==> config.mk <==
export PLATFORM = sky130hd
export DESIGN_NAME = dp_act_sequencer
export DESIGN_NICKNAME = d
export VERILOG_FILES = /design/src/rtl/dp_pkg.sv /design/src/rtl/nz_compactor.sv /design/src/rtl/dp_act_sequencer.sv
export SDC_FILE = /design/constraint.sdc
export NUM_CORES = 1
export LEC_CHECK = 0
export CAP_MARGIN = 15
export CORE_MARGIN = 2
export CORE_UTILIZATION = 45
export CTS_CLUSTER_DIAMETER = 200
export DETAILED_ROUTE_END_ITERATION = 16
export PLACE_DENSITY = 0.73
export SYNTH_ARGS = -nofsm -noshare
export SYNTH_HDL_FRONTEND = slang
export SYNTH_HIERARCHICAL = 1
export SYNTH_SLANG_ARGS = --single-unit
export TNS_END_PERCENT = 30
==> constraint.sdc <==
create_clock -name clk -period 3 [get_ports clk]
set_input_delay 0.45 -clock clk [delete_from_list [all_inputs] [get_ports clk]]
set_output_delay 0.45 -clock clk [all_outputs]
set_load 0.01 [all_outputs]
==> src/rtl/dp_pkg.sv <==
// dp_pkg: shared sizes and FSM state type for the dot-product activation sequencer.
package dp_pkg;
  localparam int BW = 4;
  localparam int N = 4;
  localparam int PSUM_BW = 20;
  localparam int IDX_W = 2;
  typedef enum logic [1:0] {IDLE, LOAD, ISSUE, DONE} state_t;
endpackage

==> src/rtl/nz_compactor.sv <==
// nz_compactor: ascending list of element indices to issue, plus their count.
module nz_compactor
  import dp_pkg::*;
#(
  parameter int bw = BW,
  parameter int n = N,
  parameter bit skip_zero = 1'b1
) (
  input  logic [n*bw-1:0]            act_dense_i,
  output logic [n-1:0][IDX_W-1:0]    idx_list_o,
  output logic [IDX_W:0]             nz_o
);
  always_comb begin
    idx_list_o = '0;
    nz_o = '0;
    for (int k = 0; k < n; k++) begin
      if (!skip_zero || act_dense_i[k*bw +: bw] != '0) begin
        idx_list_o[nz_o[IDX_W-1:0]] = IDX_W'(k);
        nz_o = nz_o + 1'b1;
      end
    end
  end
endmodule

==> src/rtl/dp_act_sequencer.sv <==
// dp_act_sequencer: issues a dense activation vector to a two-slot dot-product PE as index/value pairs.
module dp_act_sequencer
  import dp_pkg::*;
#(
  parameter int bw = BW,
  parameter int n = N,
  parameter int psum_bw = PSUM_BW,
  parameter bit SKIP_ZERO = 1'b1
) (
  input  logic                 clk,
  input  logic                 reset,
  input  logic                 in_valid,
  output logic                 in_ready,
  input  logic [n*bw-1:0]      act_dense,
  input  logic [psum_bw-1:0]   psum_init,
  output logic [2*bw-1:0]      activation_flat,
  output logic [2*IDX_W-1:0]   activation_index_flat,
  output logic                 a_select,
  output logic                 load,
  output logic                 execute,
  output logic [psum_bw-1:0]   psum_to_pe,
  output logic                 done
);
  state_t state_q, state_d;
  logic sel_q, sel_d, cnt_q, cnt_d;
  logic [n*bw-1:0] act_q, act_d;
  logic [n-1:0][IDX_W-1:0] idx_q, idx_d, idx_c;
  logic [IDX_W:0] nz_q, nz_d, nz_c;
  logic rdy_q, rdy_d, asel_q, asel_d, load_q, load_d, exec_q, exec_d, done_q, done_d;
  logic [2*bw-1:0] af_q, af_d;
  logic [2*IDX_W-1:0] ix_q, ix_d;
  logic [psum_bw-1:0] ps_q, ps_d;
  logic hs, last_pair, issue_d, v0, v1;
  logic [IDX_W-1:0] e0, e1, i0, i1;
  logic [bw-1:0] a0, a1;

  nz_compactor #(.bw(bw), .n(n), .skip_zero(SKIP_ZERO)) u_cmp (
    .act_dense_i (act_dense),
    .idx_list_o  (idx_c),
    .nz_o        (nz_c)
  );

  assign hs = in_valid & rdy_q;
  // two entries per pair, so the last pair index is 1 once more than two entries exist
  assign last_pair = nz_q > 3'd2;

  always_ff @(posedge clk or negedge reset) begin
    if (!reset) begin
      state_q <= IDLE;
      sel_q <= 1'b0;
      cnt_q <= 1'b0;
      act_q <= '0;
      idx_q <= '0;
      nz_q <= '0;
      rdy_q <= 1'b1;
      asel_q <= 1'b0;
      load_q <= 1'b0;
      exec_q <= 1'b0;
      done_q <= 1'b0;
      af_q <= '0;
      ix_q <= '0;
      ps_q <= '0;
    end else begin
      state_q <= state_d;
      sel_q <= sel_d;
      cnt_q <= cnt_d;
      act_q <= act_d;
      idx_q <= idx_d;
      nz_q <= nz_d;
      rdy_q <= rdy_d;
      asel_q <= asel_d;
      load_q <= load_d;
      exec_q <= exec_d;
      done_q <= done_d;
      af_q <= af_d;
      ix_q <= ix_d;
      ps_q <= ps_d;
    end
  end

  always_comb begin
    state_d = (state_q == IDLE)  ? (hs ? LOAD : IDLE) :
              (state_q == LOAD)  ? ((nz_q != '0) ? ISSUE : DONE) :
              (state_q == ISSUE) ? ((sel_q && cnt_q == last_pair) ? DONE : ISSUE) : IDLE;
    sel_d = (state_q == ISSUE) & ~sel_q;
    cnt_d = (state_q != ISSUE) ? 1'b0 : (sel_q && cnt_q != last_pair) ? cnt_q + 1'b1 : cnt_q;
    act_d = hs ? act_dense : act_q;
    idx_d = hs ? idx_c : idx_q;
    nz_d = hs ? nz_c : nz_q;
  end

  // outputs are registered from next-state values so they line up with the state they describe
  always_comb begin
    issue_d = state_d == ISSUE;
    e0 = {cnt_d, 1'b0};
    e1 = {cnt_d, 1'b1};
    v0 = {1'b0, e0} < nz_q;
    v1 = {1'b0, e1} < nz_q;
    i0 = v0 ? idx_q[e0] : '0;
    i1 = v1 ? idx_q[e1] : '0;
    a0 = v0 ? act_q[i0*bw +: bw] : '0;
    a1 = v1 ? act_q[i1*bw +: bw] : '0;
    af_d = issue_d ? {a1, a0} : '0;
    ix_d = issue_d ? {i1, i0} : '0;
    asel_d = issue_d & sel_d;
    load_d = state_d == LOAD;
    exec_d = (state_d == LOAD) | issue_d;
    done_d = state_d == DONE;
    rdy_d = state_d == IDLE;
    ps_d = (state_d == LOAD) ? psum_init : '0;
  end

  assign in_ready = rdy_q;
  assign activation_flat = af_q;
  assign activation_index_flat = ix_q;
  assign a_select = asel_q;
  assign load = load_q;
  assign execute = exec_q;
  assign psum_to_pe = ps_q;
  assign done = done_q;
endmodule
==> metrics.md <==
| Metric | Value |
|---|---|
| Biggest cell delay along the critical path | between 0.6 and 0.7 ns |
| Vias per cell | between 4 and 5 |
| Fmax | between 300 and 400 MHz |
| Number of primary I/O pins | 76 |
| TritonCTS clock tree | built |
| Number of pins with negative max-slew slack in the final report | 0 |
| Number of flops mapped to enable cells by yosys | 0 |
| Max-Cap Viols | 0 |
| Outcome | finished clean |
| Routed wire length per instance | ~15 um |
| Antenna diode count | 0 |
| Commonest non-fill, non-tap cell in the layout | sky130_fd_sc_hd__clkdlybuf4s50_1 |
| Async set-reset flop share out of synthesis | 100.0% |
| Die footprint | ~7600 sq um |
| Chip Width | slightly below 90 um |
| Iteration-0 DRC Markers | 93 |
| Overall routed net length | around 6.3 mm |
| Post-Synthesis Mean Instance Area | between 10 and 15 sq um |
| CP Capture Type | register |
| First drt pass iteration count | 4 |
| Final Instance Area | 4253 sq um |
| Sinks on the clock net | 68 |
| Number of design rule violations left after detail routing | 0 |
| Overall via count from detail_route | 2036 |
| Part of the Yosys area used for sequential elements | 54.95% |
| Setup repair after global routing missed its margin | no |
| Core Footprint | 6719 sq um |
| Syn Std Cell Area | approximately 3100 sq um |
| Cells traversed along the worst timing path | clkdlybuf4s50_1, or4_1, fa_1, ha_1, inv_1, ha_1, nand2_1, nand2_1, mux2_2 |
| Number of hold-slack violations in the final timing report | 0 |
| Cells after synthesis | between 200 and 250 |
| Count of synthesis-stage warnings from yosys | 6 |
| Worst IR drop on VDD | between 0.3 and 0.4 mV |
| Buffer cell driving the clock tree root | sky130_fd_sc_hd__clkbuf_8 |
| Post-Syn Nets | about 290 |
| Startpoint class of the critical path | primary input |
| Initial Util | 46.13% |
| GR met3 Demand/Resource | 3.507% |
| Global routing usage on met1 | 22.26% |
| Post-cts resize count | 0 |
| Fraction of final layout cells with drive strength greater than 1 | a little over a fifth |
| Number of port buffers | 75 |
| Core occupancy in the finished layout | 63.30% |
| Maximum fanout along the worst path | 4 |
| Pin count of the biggest net entering global routing | 37 |
| Antenna Nets Post-Route | 0 |
| Vias in the first global route | ~2100 |
| Level count of the clock H-tree | 3 |
| Critical-path top delay cell | sky130_fd_sc_hd__or4_1 |
| Required time at the endpoint of the critical path | 3.23 ns |
| Area Overhead vs Synth | 37.22% |
| Fin Hold WS | approximately 0.16 ns |
| Hold-fix buffers, CTS | 0 |
| Final critical-path share of the clock period | 91.99% |
| Distinct cells, synth | between 40 and 50 |
| Minimum clock period | between 2 and 3 ns |
| Peak-usage layer in the global routing report | met2 |
| Power density relative to cell area | 917.2 nW/um^2 |
| Worst-path clk slew | about 0.08 ns |
| Number of endpoints failing setup at the final stage | 0 |
| Vertical die dimension | about 87 um |
| Data arrival time at the worst-slack endpoint | approximately 3 ns |
| Slew headroom | about half |
| Type of the tightest min-delay check | in -> async |
| Antenna violations before repair | 0 |
| Crit Path Category | in -> reg |
| HPWL reported at the end of detailed placement | around 4.7 mm |
| Std-Cell Rows | 30 |
| Placed Instance Area | approximately 4000 sq um |
| Cell Count Post-Placement | 396 |
| Pin slew with the least headroom to its limit | roughly 0.72 ns |
| Weighted congestion reported at the end of routability-driven placement | 0.8357 |
| Cts bufs inserted | 9 |
| Most frequent cells in the layout | sky130_fd_sc_hd__clkdlybuf4s50_1 (74), sky130_fd_sc_hd__dfrtp_1 (67), sky130_fd_sc_hd__mux2_2 (27), sky130_fd_sc_hd__and2_1 (21), sky130_fd_sc_hd__mux2i_1 (19) |
| LEAKAGE | ~2 nW |
| Met2 GRT Util | a little under a third |
| Count of nets after finishing | slightly below 400 |
| Worst Clk Skew | 0.008604 ns |
| Global-route wire length before repair | about 10 mm |
| Most common flop cell mapped by yosys | sky130_fd_sc_hd__dfrtp_1 |
| Seq cells post-synth | 68 |
| Clock insertion delay at the later pin of the skew report | between 0.3 and 0.4 ns |
| Global route overflow | 0 |
| Post-route insts no fill | slightly above 400 |
| Largest buffer count on any clock path | 2 |
| Post-CTS setup buffer count | 0 |
| Aggregate global-route resource usage | a little under a fifth |
[power by group]
group	leakage [nW]	internal, W	switching, W	total, W
Sequential	0.867	0.00127	0.000226	0.00150
Combinational	1.03	0.000855	0.000703	0.00156
Clock	0.114	0.000474	0.000371	0.000845
Total	2.01	0.00260	0.00130	0.00390
[synthesized netlist by cell type, types with 2 or more instances]
| master | number | area share, % |
|---|---|---|
| sky130_fd_sc_hd__a21o_2 | 2 | 0.57 |
| sky130_fd_sc_hd__a21oi_1 | 2 | 0.32 |
| sky130_fd_sc_hd__a22o_1 | 3 | 0.85 |
| sky130_fd_sc_hd__and2_1 | 21 | 4.2 |
| sky130_fd_sc_hd__clkbuf_1 | 4 | 0.48 |
| sky130_fd_sc_hd__dfrtp_1 | 67 | 54 |
| sky130_fd_sc_hd__ha_1 | 18 | 7.3 |
| sky130_fd_sc_hd__inv_1 | 14 | 1.7 |
| sky130_fd_sc_hd__mux2_2 | 27 | 9.8 |
| sky130_fd_sc_hd__mux2i_1 | 19 | 6.1 |
| sky130_fd_sc_hd__mux2i_4 | 2 | 1.5 |
| sky130_fd_sc_hd__nand2_1 | 6 | 0.73 |
| sky130_fd_sc_hd__nand2b_1 | 3 | 0.61 |
| sky130_fd_sc_hd__nor2_1 | 6 | 0.73 |
| sky130_fd_sc_hd__nor2b_1 | 4 | 0.81 |
| sky130_fd_sc_hd__o21ai_0 | 2 | 0.32 |
| sky130_fd_sc_hd__o22ai_1 | 8 | 1.6 |
| sky130_fd_sc_hd__or4_1 | 2 | 0.48 |
[worst paths after layout]
check / slack, ns / from / cells after the start / to
worst max-delay path: 0.24 / act_dense[1] / 9 / nz_q[2]$_DFFE_PN0P_
worst min-delay path: 0.16 / reset / 1 / psum_to_pe[0]$_DFF_PN0_
worst max register to register: 0.53 / state_q[0]$_DFF_PN0_ / 10 / activation_flat[7]$_DFF_PN0_
worst min register to register: 0.51 / idx_q[2]$_DFFE_PN0P_ / 1 / idx_q[2]$_DFFE_PN0P_
max in group asynchronous: 2.14 / reset / 2 / in_ready$_DFF_PN1_
min in group clk: 0.51 / idx_q[2]$_DFFE_PN0P_ / 1 / idx_q[2]$_DFFE_PN0P_
[final cells by class]
class                           instances  area, sq um
Fill cell                             528         2466
Sequential cell                        68         1703
Clock inverter                          7        100.1
Clock buffer                            9        123.9
Inverter                               14        52.55
Timing Repair Buffer                   88        855.8
Tap cell                               80        100.1
Multi-Input combinational cell        146         1318
[per-stage QoR]
stage                     total power, W  TNS [ns]  setup slack (ns)
after CTS                       0.003935         0            0.2399
after global routing            0.004152         0           0.07015
final                           0.003901         0            0.2404
after global placement          0.003028  -0.06101          -0.05072
after detailed placement        0.003091   -0.2766           -0.1201
after floorplan                 0.002425         0            0.3714
[metal layers]
layer,up-vias,wire length [um]
li1,995,-
met1,999,2761
met2,35,3267
met3,7,174
met4,0,84
met5,-,0
[cells by family (layout without fill, tap and decap cells)]
kind of cell / count (synthesis) / count (layout) / synth area share, %
AOI/OAI and AO/OA: 24 / 24 / 5.653
muxes: 48 / 48 / 17.40
DFF: 68 / 68 / 54.95
buffers and inverters: 19 / 118 / 2.543
xor gates and xnor gates: 1 / 1 / 0.2827
and+or+nand+nor: 54 / 54 / 11.26
adders and majority gates: 19 / 19 / 7.913
[critical path, delay by kind of cell]
| family | cells | cell delay [ns] |
|---|---|---|
| AND/OR/NAND/NOR | 3 | 0.74 |
| multiplexers | 1 | 0.25 |
| buffers and inverters | 2 | 0.47 |
| adder cells (fa/ha/maj) | 3 | 1.06 |
[registers in the layout, indices dropped and copies added (netlist names)]
signal	cells
activation_index_flat	4
state_q	2
act_q	16
activation_flat	8
execute	1
cnt_q	1
done	1
load	1
a_select	1
sel_q	1
psum_to_pe	20
in_ready	1
idx_q	8
nz_q	3
Note: power is estimated with default switching activity, not from simulation.
